==> src/rtl/bsg_cam_1r1w_alloc_pkg.sv <==
// Shared definitions for the CAM allocation controller: request opcodes and FSM states.
package bsg_cam_1r1w_alloc_pkg;

    typedef enum logic [1:0] {
        OP_LOOKUP     = 2'd0,
        OP_INSERT     = 2'd1,
        OP_INVALIDATE = 2'd2,
        OP_RESERVED   = 2'd3
    } op_e;

    typedef enum logic [1:0] {
        ST_IDLE = 2'd0,
        ST_RD   = 2'd1,
        ST_RESP = 2'd2
    } state_e;

endpackage

==> src/rtl/bsg_cam_1r1w_alloc_victim.sv <==
// Insert target selection: lowest-index empty entry, or the round-robin victim once the CAM is full.
module bsg_cam_1r1w_alloc_victim
    import bsg_cam_1r1w_alloc_pkg::*;
#(
    parameter int els_p    = 4,
    parameter int lg_els_p = (els_p > 1) ? $clog2(els_p) : 1
) (
    input  logic                clk,
    input  logic                reset,
    input  logic [els_p-1:0]    empty,
    input  logic                advance,
    output logic [els_p-1:0]    target,
    output logic                full,
    output logic [lg_els_p-1:0] rr
);

    logic [lg_els_p-1:0] rr_reg;
    logic [els_p-1:0]    empty_pick;
    logic [els_p-1:0]    rr_onehot;

    genvar gi;
    generate
        for (gi = 0; gi < els_p; gi++) begin : g_pick
            if (gi == 0) begin : g_first
                assign empty_pick[gi] = empty[gi];
            end else begin : g_rest
                assign empty_pick[gi] = empty[gi] & ~(|empty[gi-1:0]);
            end
            assign rr_onehot[gi] = (rr_reg == lg_els_p'(gi));
        end
    endgenerate

    assign full   = ~(|empty);
    assign target = full ? rr_onehot : empty_pick;
    assign rr     = rr_reg;

    always_ff @(posedge clk or negedge reset) begin
        if (!reset) begin
            rr_reg <= '0;
        end else if (advance) begin
            rr_reg <= (rr_reg == lg_els_p'(els_p - 1)) ? '0 : rr_reg + 1'b1;
        end
    end

endmodule

==> src/rtl/bsg_cam_1r1w_alloc_ctrl.sv <==
// CAM allocation controller: keeps a shadow copy of valid/tag to steer inserts, evictions and invalidates,
// and sequences lookups through the CAM's one-cycle read.
module bsg_cam_1r1w_alloc_ctrl
    import bsg_cam_1r1w_alloc_pkg::*;
#(
    parameter int els_p        = 4,
    parameter int tag_width_p  = 8,
    parameter int data_width_p = 16
) (
    input  logic                    clk,
    input  logic                    reset,
    input  logic                    req_v_i,
    output logic                    req_ready_o,
    input  logic [1:0]              req_op_i,
    input  logic [tag_width_p-1:0]  req_tag_i,
    input  logic [data_width_p-1:0] req_data_i,
    output logic                    resp_v_o,
    input  logic                    resp_yumi_i,
    output logic                    resp_hit_o,
    output logic [data_width_p-1:0] resp_data_o,
    output logic                    evict_v_o,
    output logic [tag_width_p-1:0]  evict_tag_o,
    output logic [els_p-1:0]        cam_w_v_o,
    output logic                    cam_w_set_not_clear_o,
    output logic [tag_width_p-1:0]  cam_w_tag_o,
    output logic [data_width_p-1:0] cam_w_data_o,
    input  logic [els_p-1:0]        cam_w_empty_i,
    output logic                    cam_r_v_o,
    output logic [tag_width_p-1:0]  cam_r_tag_o,
    input  logic                    cam_r_v_i,
    input  logic [data_width_p-1:0] cam_r_data_i
);

    localparam int lg_els_lp = (els_p > 1) ? $clog2(els_p) : 1;

    state_e                  state_reg;
    logic [els_p-1:0]        valid_reg;
    logic [tag_width_p-1:0]  tag_reg [els_p];
    logic                    resp_hit_reg;
    logic [data_width_p-1:0] resp_data_reg;

    op_e                     op;
    logic                    ready;
    logic                    fire;
    logic                    lookup_fire;
    logic                    insert_fire;
    logic                    inval_fire;
    logic [els_p-1:0]        hit;
    logic                    any_hit;
    logic [els_p-1:0]        victim_target;
    logic                    full;
    logic [lg_els_lp-1:0]    rr;
    logic                    replace;
    logic [els_p-1:0]        insert_sel;

    assign op          = op_e'(req_op_i);
    assign ready       = reset & (state_reg == ST_IDLE);
    assign fire        = req_v_i & ready;
    assign lookup_fire = fire & (op == OP_LOOKUP);
    assign insert_fire = fire & (op == OP_INSERT);
    assign inval_fire  = fire & (op == OP_INVALIDATE);

    genvar gi;
    generate
        for (gi = 0; gi < els_p; gi++) begin : g_hit
            assign hit[gi] = valid_reg[gi] & (tag_reg[gi] == req_tag_i);
        end
    endgenerate
    assign any_hit = |hit;

    // Replacement only when the tag is new and no entry is free; a tag hit rewrites in place.
    assign replace    = insert_fire & ~any_hit & full;
    assign insert_sel = any_hit ? hit : victim_target;

    bsg_cam_1r1w_alloc_victim #(
        .els_p    (els_p),
        .lg_els_p (lg_els_lp)
    ) u_victim (
        .clk     (clk),
        .reset   (reset),
        .empty   (cam_w_empty_i),
        .advance (replace),
        .target  (victim_target),
        .full    (full),
        .rr      (rr)
    );

    assign req_ready_o           = ready;
    assign cam_w_v_o             = insert_fire ? insert_sel : (inval_fire ? hit : '0);
    assign cam_w_set_not_clear_o = insert_fire;
    assign cam_w_tag_o           = reset ? req_tag_i : '0;
    assign cam_w_data_o          = reset ? req_data_i : '0;
    assign cam_r_v_o             = lookup_fire;
    assign cam_r_tag_o           = reset ? req_tag_i : '0;
    assign evict_v_o             = replace;
    assign evict_tag_o           = replace ? tag_reg[rr] : '0;
    assign resp_v_o              = (state_reg == ST_RESP);
    assign resp_hit_o            = resp_hit_reg;
    assign resp_data_o           = resp_data_reg;

    always_ff @(posedge clk or negedge reset) begin
        if (!reset) begin
            state_reg     <= ST_IDLE;
            resp_hit_reg  <= 1'b0;
            resp_data_reg <= '0;
        end else begin
            case (state_reg)
                ST_IDLE: if (lookup_fire) state_reg <= ST_RD;
                ST_RD: begin
                    resp_hit_reg  <= cam_r_v_i;
                    resp_data_reg <= cam_r_data_i;
                    state_reg     <= ST_RESP;
                end
                ST_RESP: if (resp_yumi_i) state_reg <= ST_IDLE;
                default: state_reg <= ST_IDLE;
            endcase
        end
    end

    always_ff @(posedge clk or negedge reset) begin
        if (!reset) begin
            valid_reg <= '0;
            for (int i = 0; i < els_p; i++) begin
                tag_reg[i] <= '0;
            end
        end else if (insert_fire) begin
            for (int i = 0; i < els_p; i++) begin
                if (insert_sel[i]) begin
                    valid_reg[i] <= 1'b1;
                    tag_reg[i]   <= req_tag_i;
                end
            end
        end else if (inval_fire) begin
            valid_reg <= valid_reg & ~hit;
        end
    end

endmodule
==> config.mk <==
export PLATFORM = sky130hd
export DESIGN_NAME = bsg_cam_1r1w_alloc_ctrl
export DESIGN_NICKNAME = d
export VERILOG_FILES = /design/src/rtl/bsg_cam_1r1w_alloc_pkg.sv /design/src/rtl/bsg_cam_1r1w_alloc_victim.sv /design/src/rtl/bsg_cam_1r1w_alloc_ctrl.sv
export SDC_FILE = /design/constraint.sdc
export NUM_CORES = 1
export LEC_CHECK = 0
export ABC_CLOCK_PERIOD_IN_PS = 4900
export BUFFER_PORTS_ARGS = -buffer_cell sky130_fd_sc_hd__buf_2
export CORE_UTILIZATION = 56
export CTS_BUF_LIST = sky130_fd_sc_hd__clkbuf_8
export CTS_CLUSTER_SIZE = 12
export DETAILED_ROUTE_END_ITERATION = 8
export GPL_TIMING_DRIVEN = 0
export HOLD_SLACK_MARGIN = 0.12
export PLACE_DENSITY = 0.88
export SLEW_MARGIN = 20
export SYNTH_ARGS = -nofsm -noshare
export SYNTH_HDL_FRONTEND = slang
export SYNTH_SLANG_ARGS = --single-unit
==> constraint.sdc <==
create_clock -name clk -period 4.9 [get_ports clk]
set_input_delay 0.98 -clock clk [delete_from_list [all_inputs] [get_ports clk]]
set_output_delay 0.98 -clock clk [all_outputs]
set_load 0.03 [all_outputs]
==> results of run 1 <==
[final cells by class]
cell class	instances	share of cell area, %
multi-input cells	192	41.1
flip-flops and latches	57	34.3
repair buffers	108	13.1
plain buffers	27	4.75
clock buffers	11	3.64
well taps	72	2.17
inverters	8	0.722
clock inverters	3	0.271
[cells in the final DEF (no fill, tap or decap), types with 2 or more instances in the layout]
cell type  instances
a21o_1             2
a21oi_1            6
a22o_1             8
a31oi_1            4
and2_1            24
and3_1             4
buf_2            111
buf_4              9
buf_6              8
clkbuf_1           5
clkbuf_8          11
dfrtp_1           57
ha_1               4
inv_1             10
mux2_2            35
mux2_4             8
mux4_2             8
nand2_1            5
nand2b_1           2
nand3_1            5
nand4_1            4
nor2_1             6
nor2b_1            9
nor3_1             4
nor4_1             6
o21a_1             2
o21ai_0            4
xnor2_1            8
xor2_1            24
[synthesized netlist by cell type (all sizes together) (6+ instances only)]
cell type  number  area, sq um
dfrtp          57         1430
mux2           43          514
and2           24          150
xor2           24          210
buf            21          174
nor2b           9         56.3
a22o            8         70.1
inv             8         30.0
mux4            8          180
xnor2           8         70.1
a21oi           7         46.3
clkbuf          6         23.8
nor2            6         22.5
nor4            6         37.5
[routing by layer]
layer	up-vias	routed length, um
li1	1237	-
met3	13	361
met2	86	4160
met5	-	0
met1	1297	3250
met4	0	145
[cell families (layout without fill, tap and decap cells)]
| logic type | after synthesis | after routing | synth area share (%) |
|---|---|---|---|
| AND/OR/NAND/NOR | 73 | 73 | 13.0 |
| flip-flops | 57 | 57 | 42.4 |
| multiplexers | 51 | 51 | 20.7 |
| buffers and inverters | 35 | 157 | 6.77 |
| AO/OA/AOI/OAI | 32 | 32 | 7.37 |
| XOR/XNOR | 32 | 32 | 8.34 |
| adder cells (fa/ha/maj) | 4 | 4 | 1.49 |
[metrics by stage]
stage,setup slack [ns],instance area (sq um),utilization [%],std cells,TNS (ns)
floorplan,0.858,3360,-,284,0
global placement,-0.0239,3990,70.8,464,-0.0470
detailed placement,0.448,4000,70.8,464,0
CTS,0.435,4160,73.7,478,0
global route,0.198,4160,73.7,478,0
finish,0.480,4160,73.7,478,0
[power by group through the flow]
stage / Combinational (uW) / Sequential [uW] / Clock [uW]
after floorplan: 247 / 700 / 0
after global placement: 433 / 628 / 0
after detailed placement: 447 / 636 / 0
after CTS: 450 / 629 / 373
after global routing: 477 / 641 / 396
final: 448 / 631 / 363
[worst max path at each step]
stage                     startpoint        endpoint  cells after the start
final                          reset  evict_tag_o[7]                     10
after global placement         reset  evict_tag_o[2]                     10
after global routing           reset  evict_tag_o[2]                     10
after CTS                      reset  evict_tag_o[7]                     10
after floorplan                reset  evict_tag_o[0]                      8
after detailed placement       reset  evict_tag_o[7]                     10
[worst max-delay path, delay by kind of cell]
family	cells	cell delay, ns
buffers and inverters	5	1.39
and+or+nand+nor	5	1.03
==> metrics.cfg, run 1 <==
[power]
total_power_uw = 1440
p_leak_uw = 0.00211
p_comb_share_pct = 31.1
vdd_drop_max_mv = 0.240
pwr-share-seq_pct = 43.8
p_sw_share_pct = 33.1
clkPwrFrac_pct = 25.2
p_int_uw = 964
switching_power_uw = 477
power_density_nw_per_um2 = 347

[grt]
grt_max_degree = 65
antenna_found_initial = 0
gr-usage-met3_pct = 3.54
grt_first_pass_wirelength_mm = 12.5
grt_pass1_vias = 2519
grt.busiest_layer = met2
grt.total_usage_pct = 26.7
met1_usage_pct = 34.3
use_met2_pct = 44.9
grt.overflow.total = 0

[timing]
maxSlewHeadroom_pct = 42.0
whs_ns = 0.498
finalSetupViolCount = 0
grt_setup_unrepaired = no
fin_crit_sh_pct = 90.2
hold_viol_final = 0
tightest_slew_ns = 0.862
timing.fmax_mhz = 226
post-route-min-period_ns = 4.42
skew_ns = 0.00582
slew_viol_final = 0

[worst_hold_path]
hold_path_depth = 1
hold_class = flip-flop to flip-flop
whs_endpoint = resp_data_o[3]$_DFFE_PN0N_
holdCritStartpoint = resp_data_o[3]$_DFFE_PN0N_

[setup_path]
slowest_delay_ns = 0.57
endpoint_kind = output port
cp.arrival_ns = 3.44
cp_common_cell = buf_2
path_class = input pin to output port
reg2reg_slack_ns = 2.17
cp.required_ns = 3.92
crit_chain = buf_4 > nor3b_2 > nand3_1 > inv_2 > and3_1 > buf_2 > nand4_1 > clkbuf_2 > nor2b_1 > buf_2
crit_path_top_delay_cell = buf_4
reg2reg_depth = 9
r2r-start = u_victim.rr[0]$_DFFE_PN0P_
path_max_fanout = 64
r2r-end = tag_reg[14]$_DFFE_PN0P_
cp-start-kind = input pin

[drt]
postRouteAntennaNets = 0
vias_per_cell = 5.51
wl_per_cell_um = 16.6
drc = 0
vias = 2633
dr.pass1.iters = 4
drt_wl_total_mm = 7.91
drt_iter0_markers = 158

[synth]
synth_ff_type = dfrtp_1
synth_edf_count = 0
yosysUniqueCellTypes = 41
synth_fp_nets = 339
synthCells = 284
syn_area_per_cell_sq_um = 11.8
synth-seq-cells = 57
ys_seq_area_share_pct = 42.4
synth_area_sq_um = 3360
ys_async_sr_fraction_pct = 100
ys_warn_count = 0

[cells_and_area]
layout.nets = 458
n_antenna_cell = 0
area_growth_pct = 23.7
seqCellArea_sq_um = 1430
layout-drive-gt1-share_pct = 48.8
multi_input_area_sq_um = 1710
fillCellCount = 367
largest_reg_flops = 32

[floorplan]
die_h_um = 79.5
io-pin-count = 117
die_w_um = 79.5
dieArea_sq_um = 6320
coreArea_sq_um = 5640
initial_utilization_pct = 59.6
rows = 27

[status]
outcome = finished clean

[clock_tree]
root_buffer = clkbuf_8
htreeDepth = 3
holdBufCountCts = 0
clockBufferDepth = 2
cts_tree = yes
postCtsSetupBuffers = 0
cts_made_buffers = 9
path_clk_slew_ns = 0.05
cts-resized-gates = 0
cts_sinks = 57
clock_latency_ns = 0.33

[place]
dp_hpwl_mm = 5.72
place_congestion = 0.836
port_buffers = 108

[flow_run]
max-cap-violations = 0

Note: power is estimated with default switching activity, not from simulation.
==> inputs of run 2 (changes only) <==
--- a/config.mk
+++ b/config.mk
@@ -5,15 +5,16 @@
 export SDC_FILE = /design/constraint.sdc
 export NUM_CORES = 1
 export LEC_CHECK = 0
-export ABC_CLOCK_PERIOD_IN_PS = 4900
+export ABC_AREA = 1
+export ABC_CLOCK_PERIOD_IN_PS = 3600
 export BUFFER_PORTS_ARGS = -buffer_cell sky130_fd_sc_hd__buf_2
-export CORE_UTILIZATION = 56
+export CORE_UTILIZATION = 48
 export CTS_BUF_LIST = sky130_fd_sc_hd__clkbuf_8
 export CTS_CLUSTER_SIZE = 12
 export DETAILED_ROUTE_END_ITERATION = 8
 export GPL_TIMING_DRIVEN = 0
 export HOLD_SLACK_MARGIN = 0.12
-export PLACE_DENSITY = 0.88
+export PLACE_DENSITY = 0.79
 export SLEW_MARGIN = 20
 export SYNTH_ARGS = -nofsm -noshare
 export SYNTH_HDL_FRONTEND = slang
==> constraint.sdc (replaced) <==
create_clock -name clk -period 3.6 [get_ports clk]
set_input_delay 0.72 -clock clk [delete_from_list [all_inputs] [get_ports clk]]
set_output_delay 0.72 -clock clk [all_outputs]
set_load 0.03 [all_outputs]
==> metrics.cfg, run 2 <==
[synth]
synthTopCellsByCount = nand2_1 (152), inv_1 (67), dfrtp_1 (57)  ; was dfrtp_1 (57), mux2_2 (35), and2_1 (24), xor2_1 (24), nor2b_1 (9)
synth_edf_count = 0  ; unchanged
synth-seq-cells = 57  ; unchanged
synth-compound-area-share_pct = 10.5  ; was 7.37%
synthAdderAreaFrac_pct = 1.39  ; was 1.49%
synth.most_common_cell = nand2_1  ; was dfrtp_1
synth-simple-area-share_pct = 26.1  ; was 13.0%
synth_mux_area_share_pct = 5.33  ; was 20.7%
synth_fp_nets = 529  ; was 339
synth_area_leaders = dfrtp_1 (40%), nand2_1 (16%), inv_1 (7.0%), mux2_2 (5.3%), o21ai_0 (5.2%)  ; was dfrtp_1 (42%), mux2_2 (12%), xor2_1 (6.3%), mux4_2 (5.4%), and2_1 (4.5%)
ys_async_sr_fraction_pct = 100  ; unchanged
synth_ff_type = dfrtp_1  ; unchanged
synth_xor_area_share_pct = 3.90  ; was 8.34%
ys_seq_area_share_pct = 39.7  ; was 42.4%
synth_top_family_by_area = simple AND/OR/NAND/NOR gates  ; was multiplexers
synth_top_area_cell = dfrtp_1  ; unchanged
synth_area_sq_um = 3590  ; was 3360 sq um
netlist.area_leader.share_pct = 39.7  ; was 42.4%
synthCells = 474  ; was 284
syn_area_per_cell_sq_um = 7.58  ; was 11.8 sq um
ys_warn_count = 0  ; unchanged
yosysUniqueCellTypes = 31  ; was 41

[clock_tree]
cts_tree = yes  ; unchanged
cts_sinks = 57  ; unchanged
cts_made_buffers = 9  ; unchanged
path_clk_slew_ns = 0.06  ; was 0.05 ns
root_buffer = clkbuf_8  ; unchanged
htreeDepth = 3  ; unchanged
clock_latency_ns = 0.36  ; was 0.33 ns
clockBufferDepth = 2  ; unchanged
holdBufCountCts = 0  ; unchanged

[power]
power_density_nw_per_um2 = 476  ; was 347 nW/um^2
p_leak_uw = 0.00259  ; was 0.00211 uW
vdd_drop_max_mv = 0.232  ; was 0.240 mV
total_power_uw = 2150  ; was 1440 uW

[setup_path]
cp-start-kind = flip-flop  ; was input pin
path_buf_inv = 4  ; was 5
path_max_fanout = 10  ; was 64
crit_path_top_delay_cell = clkbuf_1  ; was buf_4
slowest_delay_ns = 0.45  ; was 0.57 ns
path_class = flip-flop to output port  ; was input pin to output port
cp.required_ns = 2.88  ; was 3.92 ns
crit_chain = clkbuf_1 > clkinv_2 > ha_1 > nand3_1 > nand2_1 > nand3_2 > nand2_2 > inv_1 > o21ai_0 > buf_2  ; was buf_4 > nor3b_2 > nand3_1 > inv_2 > and3_1 > buf_2 > nand4_1 > clkbuf_2 > nor2b_1 > buf_2
cp.arrival_ns = 2.73  ; was 3.44 ns
endpoint_kind = output port  ; unchanged
path_delay_family = buffers and inverters  ; unchanged

[timing]
hold_viol_final = 0  ; unchanged
grt_setup_unrepaired = no  ; unchanged
slew_viol_final = 0  ; unchanged
tightest_slew_ns = 0.556  ; was 0.862 ns
fin_crit_sh_pct = 95.8
post-route-min-period_ns = 3.45
skew_ns = 0.00922  ; was 0.00582 ns
timing.fmax_mhz = 290
finalSetupViolCount = 0  ; unchanged
setup_tns_ns = 0  ; unchanged
maxSlewHeadroom_pct = 62.9  ; was 42.0%

[status]
outcome = finished clean  ; unchanged

[drt]
postRouteAntennaNets = 0  ; unchanged
drt_wl_total_mm = 9.80  ; was 7.91 mm
drt_iter0_markers = 229  ; was 158
drc = 0  ; unchanged
wl_per_cell_um = 14.0  ; was 16.6 um
dr.pass1.iters = 5  ; was 4
vias = 3528  ; was 2633
vias_per_cell = 5.05  ; was 5.51

[cells_and_area]
n_antenna_cell = 0  ; unchanged
final_cell_mix = nand2_1 (152), buf_2 (109), inv_1 (68)  ; was buf_2 (111), dfrtp_1 (57), mux2_2 (35)
layout.nets = 650  ; was 458
final_common_cell = nand2_1  ; was buf_2
layout-drive-gt1-share_pct = 30.7  ; was 48.8%
largest_reg_flops = 32  ; unchanged
area_growth_pct = 25.6  ; was 23.7%

[floorplan]
die_h_um = 88.5  ; was 79.5 um
initial_utilization_pct = 49.5  ; was 59.6%
die_w_um = 88.5  ; was 79.5 um
coreArea_sq_um = 7250  ; was 5640 sq um
io-pin-count = 117  ; unchanged
dieArea_sq_um = 7830  ; was 6320 sq um
rows = 31  ; was 27

[place]
port_buffers = 108  ; unchanged
place_congestion = 0.921  ; was 0.836
dp_hpwl_mm = 7.00  ; was 5.72 mm

[flow_run]
max-cap-violations = 0  ; unchanged

[grt]
grt_max_degree = 59  ; was 65
antenna_found_initial = 0  ; unchanged
grt.total_usage_pct = 25.5  ; was 26.7%
grt_first_pass_wirelength_mm = 14.8  ; was 12.5 mm
grt_pass1_vias = 3128  ; was 2519
grt.overflow.total = 0  ; unchanged

[worst_hold_path]
hold_class = input pin to async pin  ; was flip-flop to flip-flop

[run 2: layer usage]
| metal | routed length, um | vias up | GRT usage (%) | part of all wire (%) |
|---|---|---|---|---|
| li1 | - | 1708 | - | - |
| met1 | 4040 | 1646 | 32.2 | 41 |
| met2 | 4840 | 147 | 41.7 | 49 |
| met3 | 595 | 27 | 3.82 | 6.1 |
| met4 | 325 | 0 | 15.1 | 3.3 |
| met5 | 0 | - | 0 | 0 |
[run 2: stage by stage]
step | hold slack (ns) | cell area [sq um] | setup WS (ns) | cells | util (%)
after floorplan | 0.424 | 3590 | 0.268 | 474 | -
after global placement | 0.484 | 4260 | -0.889 | 681 | 58.7
after detailed placement | 0.487 | 4260 | -0.452 | 681 | 58.7
after CTS | 0.250 | 4480 | 0.0538 | 698 | 61.7
after global routing | 0.195 | 4510 | 0.0252 | 699 | 62.2
final | 0.178 | 4510 | 0.150 | 699 | 62.2
[run 2: report_power, final]
group	switching (uW)	total, uW	internal, uW
Sequential	98.1	879	781
Clock	276	609	333
Combinational	415	659	244
Total	789	2150	1360
[run 2: final cells by class]
cell class | count | area, sq um
fillers | 638 | 2740
flip-flops and latches | 57 | 1430
inverters | 71 | 268
well taps | 99 | 124
repair buffers | 110 | 596
multi-input cells | 316 | 1690
clock inverters | 6 | 58.8
clock buffers | 10 | 138
plain buffers | 30 | 206
[run 2: repair_timing]
| item | in CTS | in global routing |
|---|---|---|
| cloned | 0 | 1 |
| endpoints found under the setup margin | 13 | 11 |
| setup buffers | 1 | 0 |
| gates resized for setup | 4 | 3 |
| endpoints found under the hold margin | 0 | 0 |
[run 2: worst paths after layout]
path | from | end | slack [ns] | depth (start not counted)
setup / recovery | u_victim.rr[1]$_DFFE_PN0P_ | cam_w_v_o[0] | 0.15 | 10
hold / removal | reset | u_victim.rr[0]$_DFFE_PN0P_ | 0.18 | 1
setup reg to reg | u_victim.rr[1]$_DFFE_PN0P_ | tag_reg[16]$_DFFE_PN0P_ | 1.32 | 9
hold reg to reg | resp_data_o[15]$_DFFE_PN0N_ | resp_data_o[15]$_DFFE_PN0N_ | 0.50 | 1
max in group asynchronous | reset | tag_reg[26]$_DFFE_PN0P_ | 3.23 | 1
min in group clk | resp_data_o[15]$_DFFE_PN0N_ | resp_data_o[15]$_DFFE_PN0N_ | 0.50 | 1
[run 2: cell families after synthesis]
logic type,count (synthesis)
buffers and inverters,101
adder cells (fa/ha/maj),4
XOR/XNOR,16
flip-flops,57
AO/OA/AOI/OAI,72
AND/OR/NAND/NOR,207
multiplexers,17
==> inputs of run 3 (changes only) <==
--- a/config.mk
+++ b/config.mk
@@ -5,10 +5,9 @@
 export SDC_FILE = /design/constraint.sdc
 export NUM_CORES = 1
 export LEC_CHECK = 0
-export ABC_AREA = 1
 export ABC_CLOCK_PERIOD_IN_PS = 3600
 export BUFFER_PORTS_ARGS = -buffer_cell sky130_fd_sc_hd__buf_2
-export CORE_UTILIZATION = 48
+export CORE_UTILIZATION = 47
 export CTS_BUF_LIST = sky130_fd_sc_hd__clkbuf_8
 export CTS_CLUSTER_SIZE = 12
 export DETAILED_ROUTE_END_ITERATION = 8
==> metrics.cfg, run 3 (same netlist as run 1, synthesis figures left out) <==
[setup_path]
path_max_fanout = 10  ; unchanged
crit_start = req_tag_i[7]  ; was u_victim.rr[1]$_DFFE_PN0P_
cp_common_cell = buf_2
crit_path_top_delay_cell = nor4_1  ; was clkbuf_1
crit_chain = buf_6 > xor2_1 > nor4_1 > nand3_2 > and3_1 > buf_2 > nand4_1 > clkbuf_2 > nor2b_1 > buf_2  ; was clkbuf_1 > clkinv_2 > ha_1 > nand3_1 > nand2_1 > nand3_2 > nand2_2 > inv_1 > o21ai_0 > buf_2
path_buf_inv = 4  ; unchanged
cp-start-kind = input pin  ; was flip-flop
endpoint_kind = output port  ; unchanged
r2r-start = tag_reg[7]$_DFFE_PN0P_  ; was u_victim.rr[1]$_DFFE_PN0P_
path_delay_family = simple AND/OR/NAND/NOR gates  ; was buffers and inverters
path_class = input pin to output port  ; was flip-flop to output port
cp.arrival_ns = 2.76  ; was 2.73 ns
cp.required_ns = 2.88  ; about the same
slowest_delay_ns = 0.48  ; was 0.45 ns

[timing]
maxSlewHeadroom_pct = 48.9  ; was 62.9%
setup_tns_ns = 0  ; unchanged
setup_ws_ns = 0.118  ; was 0.150 ns
slew_viol_final = 0  ; unchanged
fin_crit_sh_pct = 96.7  ; was 95.8%
tightest_slew_ns = 0.766  ; was 0.556 ns
grt_setup_unrepaired = no  ; unchanged
timing.fmax_mhz = 287  ; was 290 MHz
skew_ns = 0.00824  ; was 0.00922 ns
finalSetupViolCount = 0  ; unchanged
post-route-min-period_ns = 3.48  ; was 3.45 ns
hold_viol_final = 0  ; unchanged

[place]
port_buffers = 108  ; unchanged
place_congestion = 0.805  ; was 0.921
dp_hpwl_mm = 5.67  ; was 7.00 mm
place_area_sq_um = 4030  ; was 4260 sq um
pre_cts_ws_ns = -0.364  ; was -0.452 ns

[floorplan]
dieArea_sq_um = 7500  ; was 7830 sq um
die_h_um = 86.6  ; was 88.5 um
coreArea_sq_um = 6870  ; was 7250 sq um
io-pin-count = 117  ; unchanged
die_w_um = 86.6  ; was 88.5 um
initial_utilization_pct = 48.9  ; was 49.5%
rows = 30  ; was 31

[power]
vdd_drop_max_mv = 0.266  ; was 0.232 mV
total_power_uw = 2120  ; was 2150 uW
p_leak_uw = 0.00216  ; was 0.00259 uW
power_density_nw_per_um2 = 489  ; was 476 nW/um^2

[worst_hold_path]
hold_class = input pin to async pin  ; unchanged

[cells_and_area]
final_cell_mix = buf_2 (112), dfrtp_1 (57), mux2_2 (35)  ; was nand2_1 (152), buf_2 (109), inv_1 (68)
postLayoutCellArea_sq_um = 4330  ; was 4510 sq um
fillCellCount = 560  ; was 638
layout.nets = 459  ; was 650
multi_input_area_sq_um = 1760  ; was 1690 sq um
layout-drive-gt1-share_pct = 51.1  ; was 30.7%
utilization_pct = 63.1  ; was 62.2%
seqCellArea_sq_um = 1430  ; unchanged
final_common_cell = buf_2  ; was nand2_1
area_growth_pct = 28.9  ; was 25.6%
largest_reg_flops = 32  ; unchanged
n_antenna_cell = 0  ; unchanged

[clock_tree]
path_clk_slew_ns = 0.07  ; was 0.06 ns
cts_tree = yes  ; unchanged
clock_latency_ns = 0.35  ; was 0.36 ns
postCtsSetupBuffers = 0  ; was 1
holdBufCountCts = 0  ; unchanged
cts_made_buffers = 9  ; unchanged
root_buffer = clkbuf_8  ; unchanged
cts_sinks = 57  ; unchanged
htreeDepth = 3  ; unchanged
clockBufferDepth = 2  ; unchanged

[drt]
met3_length_um = 332  ; was 595 um
wl_met1_mm = 3.65  ; was 4.04 mm
dr.pass1.iters = 4  ; was 5
routed-wl-met2_mm = 4.13  ; was 4.84 mm
wl_per_cell_um = 16.4  ; was 14.0 um
vias_per_cell = 5.12  ; was 5.05
drc = 0  ; unchanged
vias = 2585  ; was 3528
drt_iter0_markers = 179  ; was 229
drt_wl_total_mm = 8.27  ; was 9.80 mm
postRouteAntennaNets = 0  ; unchanged
highest_layer = met4  ; unchanged

[grt]
antenna_found_initial = 0  ; unchanged
grt_first_pass_wirelength_mm = 12.8  ; was 14.8 mm
grt_pass1_vias = 2573  ; was 3128
grt_max_degree = 65  ; was 59
grt.total_usage_pct = 22.8  ; was 25.5%
grt.overflow.total = 0  ; unchanged

[status]
outcome = finished clean  ; unchanged

[flow_run]
max-cap-violations = 0  ; unchanged

## run 3: cell count changes in the layout (fill, tap and decap cells not counted), sizes merged, moves of 9 or more
cell   delta
a21oi    -20
xor2     +21
mux2     +26
nand2   -152
o21ai    -39
nor2     -11
nor2b     +9
nand3    -14
and2     +24
inv      -61
## run 3: power by group
part	internal [uW]	switching, uW	total (uW)	leakage, uW
clock	370	263	633	0.000115
combinational	286	343	630	0.00132
sequential	764	90.6	855	0.000720
total	1420	697	2120	0.00216
## run 3: metal layers
layer | vias up | global-route usage (%)
li1 | 1242 | -
met1 | 1272 | 29.8
met2 | 60 | 36.6
met3 | 11 | 5.81
met4 | 0 | 8.64
met5 | - | 0
## run 3: what timing repair did
item                       in CTS  in global routing
cloned                          0                  1
gates resized for setup         7                  6
setup endpoints to repair      13                 11
## run 3: path summary, 6_finish.rpt
kind                                                    to  slack (ns)  cells after the start
worst max-delay path                        evict_tag_o[4]        0.12                     10
min in group clk                resp_data_o[3]$_DFFE_PN0N_        0.50                      1
worst max register to register  u_victim.rr[1]$_DFFE_PN0P_        1.09                      8
max in group asynchronous       resp_data_o[1]$_DFFE_PN0N_        3.21                      1
worst min register to register  resp_data_o[3]$_DFFE_PN0N_        0.50                      1
worst min-delay path               tag_reg[15]$_DFFE_PN0P_        0.19                      1
## run 3: cell type report
type	instances	area share [%]
Clock buffer	12	3.81
Buffer	27	4.59
Inverter	8	0.693
Sequential cell	57	32.9
Clock inverter	4	0.982
Multi-Input combinational cell	192	40.7
Tap cell	96	2.77
Timing Repair Buffer	109	13.6
## run 3: per-stage QoR
step / instances / hold slack, ns
after global placement: 488 / 0.483
after floorplan: 284 / 0.424
after CTS: 504 / 0.259
after global routing: 505 / 0.184
final: 505 / 0.194
after detailed placement: 488 / 0.487
